[src/rtl/counter_pkg.sv]
// Shared definitions for the counter family.
// Latency: n/a (types only).
// Backpressure: n/a.
package counter_pkg;

    typedef enum logic {
        MODE_WRAP = 1'b0,
        MODE_SAT  = 1'b1
    } count_mode_e;

endpackage

[src/rtl/counter_next_val.sv]
// Combinational next-state for the up/down counter: load clamp, step, boundary flags.
// Latency: 0 cycles (pure combinational).
// Backpressure: none; enable is the only throttle.
module counter_next_val
    import counter_pkg::*;
#(
    parameter int              WIDTH     = 8,
    parameter longint unsigned MAX_COUNT = (64'd1 << WIDTH) - 64'd1,
    parameter count_mode_e     MODE      = MODE_WRAP
) (
    input  logic [WIDTH-1:0] cur,
    input  logic             enable,
    input  logic             up_down,
    input  logic             load,
    input  logic [WIDTH-1:0] load_val,
    output logic [WIDTH-1:0] next_val,
    output logic             next_wrap,
    output logic             next_sat
);

    localparam logic [WIDTH:0]   MAX_EXT = MAX_COUNT[WIDTH:0];
    localparam logic [WIDTH-1:0] MAX_W   = MAX_COUNT[WIDTH-1:0];

    // One guard bit so the +1 overflow and the -1 borrow are both visible.
    logic [WIDTH:0] inc_ext;
    logic [WIDTH:0] dec_ext;
    logic [WIDTH:0] load_ext;

    assign inc_ext  = {1'b0, cur} + {{WIDTH{1'b0}}, 1'b1};
    assign dec_ext  = {1'b0, cur} - {{WIDTH{1'b0}}, 1'b1};
    assign load_ext = {1'b0, load_val};

    always_comb begin
        next_val  = cur;
        next_wrap = 1'b0;
        next_sat  = 1'b0;
        if (load) begin
            next_val = (load_ext > MAX_EXT) ? MAX_W : load_val;
        end else if (enable) begin
            if (up_down) begin
                if (inc_ext > MAX_EXT) begin
                    if (MODE == MODE_WRAP) begin
                        next_val  = '0;
                        next_wrap = 1'b1;
                    end else begin
                        next_sat  = 1'b1;
                    end
                end else begin
                    next_val = inc_ext[WIDTH-1:0];
                end
            end else begin
                if (dec_ext[WIDTH]) begin
                    if (MODE == MODE_WRAP) begin
                        next_val  = MAX_W;
                        next_wrap = 1'b1;
                    end else begin
                        next_sat  = 1'b1;
                    end
                end else begin
                    next_val = dec_ext[WIDTH-1:0];
                end
            end
        end
    end

endmodule

[src/rtl/param_updown_counter.sv]
// Parameterised up/down counter with load, wrap or saturate at 0..MAX_COUNT.
// Latency: 1 cycle from enable/load to out; tc is combinational.
// Backpressure: none; enable=0 holds the count.
module param_updown_counter
    import counter_pkg::*;
#(
    parameter int              WIDTH     = 8,
    parameter longint unsigned MAX_COUNT = (64'd1 << WIDTH) - 64'd1,
    parameter count_mode_e     MODE      = MODE_WRAP
) (
    input  logic             clk,
    input  logic             rst,
    input  logic             enable,
    input  logic             up_down,
    input  logic             load,
    input  logic [WIDTH-1:0] load_val,
    output logic [WIDTH-1:0] out,
    output logic             tc,
    output logic             wrap,
    output logic             sat
);

    localparam logic [WIDTH-1:0] MAX_W = MAX_COUNT[WIDTH-1:0];

    if (WIDTH < 2 || WIDTH > 32) begin : g_bad_width
        $error("param_updown_counter: WIDTH must be 2..32");
    end
    if (MAX_COUNT == 64'd0 || MAX_COUNT > ((64'd1 << WIDTH) - 64'd1)) begin : g_bad_max
        $error("param_updown_counter: MAX_COUNT must be 1..2**WIDTH-1");
    end

    logic [WIDTH-1:0] next_val;
    logic             next_wrap;
    logic             next_sat;

    counter_next_val #(
        .WIDTH     (WIDTH),
        .MAX_COUNT (MAX_COUNT),
        .MODE      (MODE)
    ) u_next (
        .cur       (out),
        .enable    (enable),
        .up_down   (up_down),
        .load      (load),
        .load_val  (load_val),
        .next_val  (next_val),
        .next_wrap (next_wrap),
        .next_sat  (next_sat)
    );

    always_ff @(posedge clk or posedge rst) begin
        if (rst) begin
            out  <= '0;
            wrap <= 1'b0;
            sat  <= 1'b0;
        end else begin
            out  <= next_val;
            wrap <= next_wrap;
            sat  <= next_sat;
        end
    end

    assign tc = up_down ? (out == MAX_W) : (out == '0);

endmodule

[config.mk]
export PLATFORM = sky130hd
export DESIGN_NAME = param_updown_counter
export DESIGN_NICKNAME = d
export VERILOG_FILES = /design/src/rtl/counter_pkg.sv /design/src/rtl/counter_next_val.sv /design/src/rtl/param_updown_counter.sv
export SDC_FILE = /design/constraint.sdc
export NUM_CORES = 1
export LEC_CHECK = 0
export BUFFER_PORTS_ARGS = -buffer_cell sky130_fd_sc_hd__buf_2
export CORE_UTILIZATION = 45
export DETAILED_ROUTE_END_ITERATION = 10
export GPL_TIMING_DRIVEN = 0
export PLACE_DENSITY = 0.74
export SKIP_LAST_GASP = 1
export SYNTH_ARGS = -nofsm -noshare
export SYNTH_HDL_FRONTEND = slang
export SYNTH_SLANG_ARGS = --single-unit
[constraint.sdc]
create_clock -name clk -period 1.9 [get_ports clk]
set_input_delay 0.38 -clock clk [delete_from_list [all_inputs] [get_ports clk]]
set_output_delay 0.38 -clock clk [all_outputs]
set_load 0.05 [all_outputs]
==> summary.txt, run 1 <==
Status
  • Run status: finished, violations left
  • Failing checks: negative setup slack

Die
  • Rows: 14
  • Starting Density: 0.510
  • Die Wd: 44.5 um
  • Die height: 44.5 um
  • Die ar.: 0.00198 mm2
  • Num ports: 24
  • Core area: between 0.0015 and 0.002 mm2

Drt
  • DRC: 0
  • Total Wirelength: 2340 um
  • Top Metal Used: met4
  • Vias per cell: 5.50
  • Met2 WL: approximately 1200 um
  • Met3 wire length: between 100 and 150 um
  • WL met1: a little under 1000 um
  • Vias: 880
  • DRT iter0 DRCs: 24
  • Drt first pass iters: 7
  • DR WL/cell: ~15 um
  • ANT nets after route: 0

Clocking
  • Clock Latency Late Sink: between 0.2 and 0.3 ns
  • Clock sinks: 9
  • Root buf cell: clkbuf_4
  • H-tree levels: 1
  • Cts bufs inserted: 3
  • Worst-case clock buffer depth: 2
  • CTS tree: yes
  • Reg clk slew, reported paths: 0.06 ns

Synthesis
  • Top cells by area, synth: dfrtp_1, xor2_1, nor2_1
  • Avg Inst Size Synth: slightly above 8 um2
  • Seq cells post-synth: 9
  • Register area share after synthesis: 0.277
  • YS warnings: 0
  • Share of the synthesized area in the top cell type: 0.277
  • Cells after synthesis: 101
  • Synthesized Nets: 118
  • Cell Area, Synth: slightly above 800 um2
  • Synth unique cells: 35
  • Dominant cell type by area after synthesis: dfrtp_1

Timing
  • Setup WS post-layout: -0.278 ns
  • Hold_ws: ~0.070 ns
  • Skew final: approximately 0.0026 ns
  • Final period util: 1.15
  • RSZ-0062 raised after global routing: true
  • Final Hold Viols: 0
  • Slew HR: 0.624
  • Tmin final: 2.18 ns
  • Fin. max-slew vios: 0
  • Actual slew at the worst max-slew pin: roughly 0.56 ns
  • Fmax: about 0.46 GHz
  • Final setup fails: 6

Run
  • Max cap viols: 0

GRT
  • Total gr overflow: 0
  • Pin count of the biggest net entering global routing: 11
  • First-pass GRT wire length: 3790 um
  • Initial antenna violation count: 0
  • GRT Util Overall: 0.264
  • Vias in the first global route: between 800 and 900

Final layout
  • Final #Nets: roughly 150
  • Commonest non-fill, non-tap cell in the layout: buf_2
  • Final cell count without fillers: 160
  • Layout cell share with drive strength beyond 1: 0.463
  • Area Overhead vs Synth: 43.4%
  • Most frequent cells in the layout: buf_2, nor2_1, buf_4
  • Diode count: 0

Power and ir drop
  • P per Cell Area: ~650 mW/mm2
  • Switching Share: 0.427
  • NetSw: 0.324 mW
  • Comb pwr share: 0.483
  • Internal power: around 0.44 mW
  • Tot Pwr: 0.760 mW
  • Reg power frac: 0.327
  • Clk pwr share: 0.190
  • Maximum vdd drop: around 0.00055 V
  • Leakage: 0.550 nW

Critical path
  • Worst path bufs/invs: 1
  • Startpoint Class: flop
  • Crit path from: out[3]$_DFFE_PP0P_
  • CP max stage cell: or4_4
  • Critical path capture point type: primary output
  • Critical path required time: approximately 1.5 ns
  • Critical path class: flop to primary output
  • Worst-path maximum fanout: 2
  • CP max stage delay: between 0.5 and 0.6 ns
  • Critical Path Stages: 5
  • WP data arrival: roughly 1.8 ns
  • Internal reg-to-reg setup slack: -0.27 ns
  • Reg-to-Reg Start: out[3]$_DFFE_PP0P_
  • Largest delay share family, worst path: simple AND/OR/NAND/NOR gates
  • Cell chain of the critical path: or4_4 -> nor3_4 -> nand2_2 -> o21ai_4 -> buf_8
  • R2R depth: 7

Placement
  • GP Congestion: 0.840
  • Placed cells: between 100 and 150
  • Hpwl dp: around 1500 um
  • PortBufs: 21

Hold path
  • Min-delay worst type: input pin to async pin
synth_stat cells:
| master | count |
|---|---|
| nand3_1 | 2 |
| inv_1 | 6 |
| o21ai_1 | 2 |
| o21ai_0 | 2 |
| a221oi_1 | 3 |
| a222oi_1 | 1 |
| nor2b_1 | 2 |
| or4_4 | 2 |
| nor3b_1 | 1 |
| a21oi_1 | 6 |
| xor2_1 | 7 |
| buf_2 | 1 |
| nand3b_1 | 1 |
| nor2_1 | 14 |
| clkbuf_1 | 3 |
| nor3_1 | 7 |
| a31oi_1 | 1 |
| and4_1 | 1 |
| and3_1 | 4 |
| xnor2_1 | 3 |
| ha_1 | 4 |
| conb_1 | 1 |
| nand2_1 | 3 |
| a21o_1 | 3 |
| a22o_1 | 1 |
| buf_6 | 1 |
| maj3_1 | 1 |
| a22oi_1 | 1 |
| a22oi_2 | 1 |
| nand4_1 | 1 |
| dfrtp_1 | 9 |
| nand2b_1 | 2 |
| and2_4 | 1 |
| a211oi_1 | 2 |
| buf_4 | 1 |
through the flow:
stage                     instance area [um2]  setup WS, ns  setup TNS (ns)  utilization
after floorplan                           887        -0.291           -1.34            -
after global placement                   1020        -0.210          -0.749        0.641
after detailed placement                 1020        -0.227          -0.975        0.641
after CTS                                1130        -0.305           -1.30        0.708
after global routing                     1170        -0.327           -1.64        0.732
final                                    1170        -0.278           -1.33        0.732
registers in the layout (all words and copies together), names as in the netlist:
signal  cells
wrap        1
out         8
final cells by class:
| class | instances | area [um2] |
|---|---|---|
| multi-input combinational | 80 | 618 |
| timing repair buffer | 34 | 220 |
| buffer | 3 | 15.0 |
| sequential | 9 | 231 |
| tap | 24 | 30.0 |
| fill | 123 | 428 |
| inverter | 6 | 25.0 |
| clock buffer | 4 | 26.3 |
repair_timing:
| action | 4_1_cts | 5_1_grt |
|---|---|---|
| endpoints found under the setup margin | 9 | 10 |
| gates resized for setup | 7 | 8 |
| hold buffers | 0 | 0 |
| pin swaps | 7 | 8 |
| setup buffers | 11 | 3 |
power by group through the flow:
stage	logic (mW)	registers, mW	clock network (mW)
finish	0.367	0.248	0.145
global route	0.395	0.251	0.160
CTS	0.346	0.248	0.150
detailed placement	0.317	0.253	0
global placement	0.312	0.251	0
floorplan	0.178	0.319	0
per-layer routing:
metal	global-route usage	vias to the layer above
met2	0.471	36
met3	0.0776	2
met1	0.322	416
li1	-	426
met4	0.0303	0
met5	0	-
final timing paths:
kind	end
setup / recovery	tc
hold / removal	out[7]$_DFFE_PP0P_
setup reg to reg	out[5]$_DFFE_PP0P_
hold reg to reg	out[0]$_DFFE_PP0P_
max in group asynchronous	out[3]$_DFFE_PP0P_
min in group clk	out[4]$_DFFE_PP0P_
kinds of logic (layout without fill, tap and decap cells):
logic type	after synthesis	after routing	share of synthesized area
compound gates	23	23	0.195
xor+xnor	10	10	0.108
fa+ha+maj	5	5	0.0738
buf+inv	12	47	0.0708
flops	9	9	0.277
other cells	1	1	0.00461
simple gates	41	41	0.271
Note: power is estimated with default switching activity, not from simulation.
==> run 2: changes to the inputs <==
==> constraint.sdc (replaced) <==
create_clock -name clk -period 1.9 [get_ports clk]
set_input_delay 0.285 -clock clk [delete_from_list [all_inputs] [get_ports clk]]
set_output_delay 0.285 -clock clk [all_outputs]
set_load 0.05 [all_outputs]
==> run 2 against run 1 <==
  * The flow still finishes with violations (negative setup slack)
  * Via count increased by 3.1%
  * Setup slack improved by 0.068 ns
  * Clock-buffer cell count unchanged
  * Maximum frequency increased by 3.2%
  * Sequential power about the same
  * Routed wire length increased by 2.5%
  * Global-route usage increased by 0.58 points
  * Critical path depth increased by 1
==> summary.txt, run 2 (same netlist as run 1, synthesis figures left out) <==
Timing
  • Tmin final: 2.11 ns (-0.0679 ns)
  • Fin. max-slew vios: 0 (unchanged)
  • Fmax: 0.474 GHz (+3.2%)
  • Final period util: 1.11 (-0.0357)
  • Final Hold Viols: 0 (unchanged)
  • Setup WS post-layout: -0.210 ns (+0.0679 ns)
  • RSZ-0062 raised after global routing: true
  • Skew final: 0.00604 ns (+0.00343 ns)
  • Final setup fails: 6 (unchanged)

Drt
  • ANT nets after route: 0 (unchanged)
  • DRT iter0 DRCs: 39 (+63%)
  • DRC: 0 (unchanged)
  • DR WL/cell: 15.1 um (+3.2%)
  • Vias per cell: 5.70 (+3.7%)
  • Top Metal Used: met4
  • Met2 WL: 1210 um (-1.6%)
  • Drt first pass iters: 5 (-2)
  • Vias: 907 (+3.1%)
  • Total Wirelength: 2400 um (+2.5%)
  • WL met1: 998 um (+2.4%)
  • Met3 wire length: 150 um (+15%)

Critical path
  • Startpoint Class: flop
  • Cell chain of the critical path: or4_4 -> buf_6 -> or4_4 -> and2_4 -> a22oi_2 -> a21o_1
  • Critical path capture point type: flop
  • CP max stage delay: 0.57 ns (about the same)
  • WP data arrival: 2.33 ns (+0.53 ns)
  • CP max stage cell: or4_4
  • Critical path required time: 2.12 ns (+0.60 ns)
  • Cell repeated most along the worst path: or4_4
  • Worst-path maximum fanout: 4 (+2)
  • Critical path class: flop to flop

Power and ir drop
  • Leakage: 0.540 nW (-1.8%)
  • Maximum vdd drop: 0.000559 V (+1.1%)
  • Tot Pwr: 0.764 mW (+0.51%)
  • P per Cell Area: 671 mW/mm2 (+2.9%)

Run
  • Max cap viols: 0 (unchanged)

Clocking
  • CTS tree: yes
  • Worst-case clock buffer depth: 2 (unchanged)
  • Root buf cell: clkbuf_4
  • Cts bufs inserted: 3 (unchanged)
  • H-tree levels: 1 (unchanged)
  • Clock Latency Late Sink: 0.28 ns (+0.02 ns)
  • Clock sinks: 9 (unchanged)
  • Reg clk slew, reported paths: 0.07 ns (about the same)

GRT
  • Vias in the first global route: 817 (-2.6%)
  • Initial antenna violation count: 0 (unchanged)
  • GRT Util Overall: 0.269 (+0.00576)
  • First-pass GRT wire length: 3750 um (-1.1%)
  • Total gr overflow: 0 (unchanged)
  • Pin count of the biggest net entering global routing: 11 (unchanged)

Status
  • Run status: finished, violations left
  • Failing checks: negative setup slack

Final layout
  • Diode count: 0 (unchanged)
  • Layout fillers: 136 (+11%)
  • Layout cell share with drive strength beyond 1: 0.422 (-0.0410)
  • Commonest non-fill, non-tap cell in the layout: buf_2
  • Most frequent cells in the layout: buf_2, nor2_1, buf_4
  • Most flop-heavy register: out
  • Final cell count without fillers: 159 (-0.63%)
  • Top flop regs: out x8, wrap x1
  • Final #Nets: 153 (-0.65%)
  • Fin util: 0.714 (-0.0173)
  • Area Overhead vs Synth: 40.0%
  • Max reg flops: 8 (unchanged)

Placement
  • Hpwl dp: 1500 um (+1.9%)
  • PortBufs: 21 (unchanged)
  • Placed cells: 146 (unchanged)
  • GP Congestion: 0.876 (+4.2%)

Die
  • Core area: 0.00159 mm2 (unchanged)
  • Rows: 14 (unchanged)
  • Die height: 44.5 um (unchanged)
  • Num ports: 24 (unchanged)
  • Die Wd: 44.5 um (unchanged)
  • Starting Density: 0.510 (unchanged)
  • Die ar.: 0.00198 mm2 (unchanged)

Hold path
  • Min-delay worst type: input pin to flop
==> run 2: cell count changes in the layout (fill, tap and decap cells not counted), sizes merged <==
cell / before / now
buf: 35 / 33
dlygate4sd3: 0 / 1
==> run 2: repair_timing <==
item,4_1_cts,5_1_grt
hold buffers,1,0
pin swaps,6,5
resized for setup,7,5
hold endpoints to repair,9,0
setup endpoints to repair,9,9
setup buffers,9,2
==> run 2: worst max-delay path: cells and delay by family, from the launching register on <==
kind                   cells  cell delay (ns)
buffers and inverters      1             0.14
AO/OA/AOI/OAI              2             0.29
flip-flops                 1             0.41
AND/OR/NAND/NOR            3             1.21
==> run 2: area by class of cell <==
type                       count  area (um2)  share of cell area
sequential                     9         231               0.203
tap                           24        30.0              0.0264
buffer                         3        15.0              0.0132
multi-input combinational     80         603               0.530
inverter                       6        25.0              0.0220
timing repair buffer          33         208               0.182
clock buffer                   4        26.3              0.0231
==> run 2: layer usage <==
| metal | track usage | up-vias |
|---|---|---|
| met5 | 0 | - |
| met4 | 0.0909 | 0 |
| met3 | 0.0612 | 7 |
| met1 | 0.316 | 430 |
| li1 | - | 428 |
| met2 | 0.479 | 42 |
==> run 2: worst paths after layout <==
check	start	cells past startpoint	endpoint	slack, ns
max in group asynchronous	rst	3	out[0]$_DFFE_PP0P_	1.08
min	load_val[4]	3	out[4]$_DFFE_PP0P_	0.25
min reg2reg	out[2]$_DFFE_PP0P_	3	out[2]$_DFFE_PP0P_	0.78
min in group asynchronous	rst	3	wrap$_DFF_PP0_	0.52
max	out[2]$_DFFE_PP0P_	6	out[5]$_DFFE_PP0P_	-0.21
max reg2reg	out[2]$_DFFE_PP0P_	6	out[5]$_DFFE_PP0P_	-0.21
==> run 2: stage by stage <==
| stage | hold slack (ns) | worst slack (ns) | area [um2] | TNS (ns) |
|---|---|---|---|---|
| final | 0.254 | -0.210 | 1140 | -0.852 |
| after global routing | 0.277 | -0.236 | 1140 | -1.21 |
| after CTS | 0.255 | -0.213 | 1100 | -0.746 |
| after detailed placement | 0.266 | -0.198 | 995 | -1.15 |
| after global placement | 0.263 | -0.188 | 995 | -0.965 |
| after floorplan | 0.113 | -0.233 | 860 | -1.40 |
==> run 2: power by group <==
part | switching (mW) | total [mW] | internal (mW) | leakage [nW]
registers | 0.0317 | 0.246 | 0.214 | 0.103
logic | 0.224 | 0.359 | 0.134 | 0.422
clock network | 0.0777 | 0.159 | 0.0815 | 0.0150
total | 0.334 | 0.764 | 0.430 | 0.540
==> run 3: changes to the inputs <==
--- a/config.mk
+++ b/config.mk
@@ -10,7 +10,9 @@
 export DETAILED_ROUTE_END_ITERATION = 10
 export GPL_TIMING_DRIVEN = 0
 export PLACE_DENSITY = 0.74
+export RECOVER_POWER = 25
 export SKIP_LAST_GASP = 1
 export SYNTH_ARGS = -nofsm -noshare
 export SYNTH_HDL_FRONTEND = slang
 export SYNTH_SLANG_ARGS = --single-unit
+export TNS_END_PERCENT = 5
==> run 3 against run 2 <==
  * The flow still finishes with violations (negative setup slack)
  * Maximum frequency up 0.99%
  * Clock power down 3%
  * Global-route usage down 1.3 points
  * Routed wire length down 2.3%
  * Critical path type unchanged
  * Clock skew up 0.0030 ns
  * First-iteration DRC count down 10%
==> summary.txt, run 3 (same netlist as run 1, synthesis figures left out) <==
Status
  • Run status: finished, violations left
  • Failing checks: negative setup slack

Critical path
  • WP data arrival: 2.30 ns (-0.03 ns)
  • Critical path class: flop to flop
  • Startpoint Class: flop
  • Critical path capture point type: flop
  • Worst-path maximum fanout: 4 (unchanged)
  • Critical path required time: 2.11 ns (about the same)

GRT
  • Pin count of the biggest net entering global routing: 11 (unchanged)
  • Initial antenna violation count: 0 (unchanged)
  • Total gr overflow: 0 (unchanged)
  • Vias in the first global route: 809 (-0.98%)
  • First-pass GRT wire length: 3640 um (-2.9%)
  • GRT Util Overall: 0.257 (-0.0129)

Placement
  • Placed cells: 146 (unchanged)
  • PortBufs: 21 (unchanged)
  • Hpwl dp: 1540 um (+2.8%)
  • Area of placed instances: 982 um2 (-1.3%)
  • GP Congestion: 0.879 (+0.37%)
  • Dpl ws: -0.209 ns (-0.0117 ns)

Timing
  • Final setup fails: 8 (+2)
  • Fmax: 0.479 GHz (+0.99%)
  • Final Hold Viols: 0 (unchanged)
  • Hold_ws: 0.259 ns (+0.00465 ns)
  • Skew final: 0.00899 ns (+0.00295 ns)
  • Setup WS post-layout: -0.189 ns (+0.0207 ns)
  • Final period util: 1.10 (-0.0109)
  • Tmin final: 2.09 ns (-0.0207 ns)
  • RSZ-0062 raised after global routing: true
  • Fin. max-slew vios: 0 (unchanged)

Die
  • Die height: 44.5 um (unchanged)
  • Die ar.: 0.00198 mm2 (unchanged)
  • Num ports: 24 (unchanged)
  • Starting Density: 0.510 (unchanged)
  • Core area: 0.00159 mm2 (unchanged)
  • Rows: 14 (unchanged)
  • Die Wd: 44.5 um (unchanged)

Clocking
  • Clock Latency Late Sink: 0.27 ns (about the same)
  • CTS tree: yes
  • Reg clk slew, reported paths: 0.07 ns (about the same)
  • H-tree levels: 1 (unchanged)
  • Root buf cell: clkbuf_4
  • Worst-case clock buffer depth: 2 (unchanged)
  • Clock sinks: 9 (unchanged)
  • Cts bufs inserted: 3 (unchanged)

Drt
  • Total Wirelength: 2340 um (-2.3%)
  • ANT nets after route: 0 (unchanged)
  • DR WL/cell: 14.9 um (-1.1%)
  • Drt first pass iters: 4 (-1)
  • DRC: 0 (unchanged)
  • Vias: 885 (-2.4%)
  • Vias per cell: 5.64 (-1.2%)
  • DRT iter0 DRCs: 35 (-10%)

Final layout
  • Final cell count without fillers: 157 (-1.3%)
  • Most flop-heavy register: out
  • Area Overhead vs Synth: 34.6%
  • Top flop regs: out x8, wrap x1
  • Post-route cell area: 0.00109 mm2 (-3.8%)
  • Layout cell share with drive strength beyond 1: 0.376 (-0.0463)
  • Commonest non-fill, non-tap cell in the layout: buf_2
  • Final #Nets: 151 (-1.3%)
  • Max reg flops: 8 (unchanged)
  • Fin util: 0.687 (-0.0275)
  • Most frequent cells in the layout: buf_2, nor2_1, buf_4
  • Diode count: 0 (unchanged)

Power and ir drop
  • P per Cell Area: 673 mW/mm2 (+0.31%)
  • Leakage: 0.527 nW (-2.4%)
  • Maximum vdd drop: 0.000484 V (-14%)

Hold path
  • Min-delay worst type: input pin to flop

Run
  • Max cap viols: 0 (unchanged)
[run 3: critical path, cell delays in order (launching register included)]
cell and delay (ns):
dfrtp_2 0.42, or4_4 0.55, buf_4 0.15, or4_4 0.45, and2_4 0.19, a22oi_2 0.13, a21o_1 0.13
[run 3: routing by layer]
layer	vias up	track usage	share of wire	routed length (um)
met3	4	0.0612	0.064	149
met5	-	0	0	0
li1	421	-	-	-
met2	46	0.476	0.53	1240
met1	414	0.288	0.39	921
met4	0	0.0727	0.013	30
[run 3: layout make-up]
type                            instances  area [um2]
Inverter                                6        22.5
Clock buffer                            4        26.3
Sequential cell                         9         231
Multi-Input combinational cell         80         581
Buffer                                  3        15.0
Tap cell                               24        30.0
Timing Repair Buffer                   31         189
Fill cell                             136         499
[run 3: through the flow]
step / setup TNS [ns] / power, mW
2_1_floorplan: -1.51 / 0.479
3_3_place_gp: -1.03 / 0.545
3_5_place_dp: -1.29 / 0.553
4_1_cts: -1.52 / 0.715
5_1_grt: -1.68 / 0.777
6_report: -0.966 / 0.737
[run 3: what timing repair did]
item                                    4_1_cts  5_1_grt
hold endpoints to repair                      9        0
cloned                                        0        0
endpoints found under the setup margin       10       10
gates resized for setup                       4        4
pin swaps                                     4        2
buffers inserted                              5        4
hold buffers                                  1        0
[run 3: worst paths after layout]
path,startpoint,endpoint,slack (ns),cells after the start
worst max-delay path,out[3]$_DFFE_PP0P_,out[5]$_DFFE_PP0P_,-0.19,6
min in group asynchronous,rst,wrap$_DFF_PP0_,0.53,3
worst min register to register,out[0]$_DFFE_PP0P_,out[0]$_DFFE_PP0P_,0.67,3
worst min-delay path,load_val[4],out[4]$_DFFE_PP0P_,0.26,3
max in group asynchronous,rst,out[0]$_DFFE_PP0P_,1.07,3
worst max register to register,out[3]$_DFFE_PP0P_,out[5]$_DFFE_PP0P_,-0.19,6
[run 3: report_power, final]
part	leakage (nW)	total [mW]	switching (mW)	internal (mW)
sequential	0.103	0.251	0.0363	0.214
combinational	0.409	0.332	0.211	0.121
clock	0.0150	0.154	0.0731	0.0812
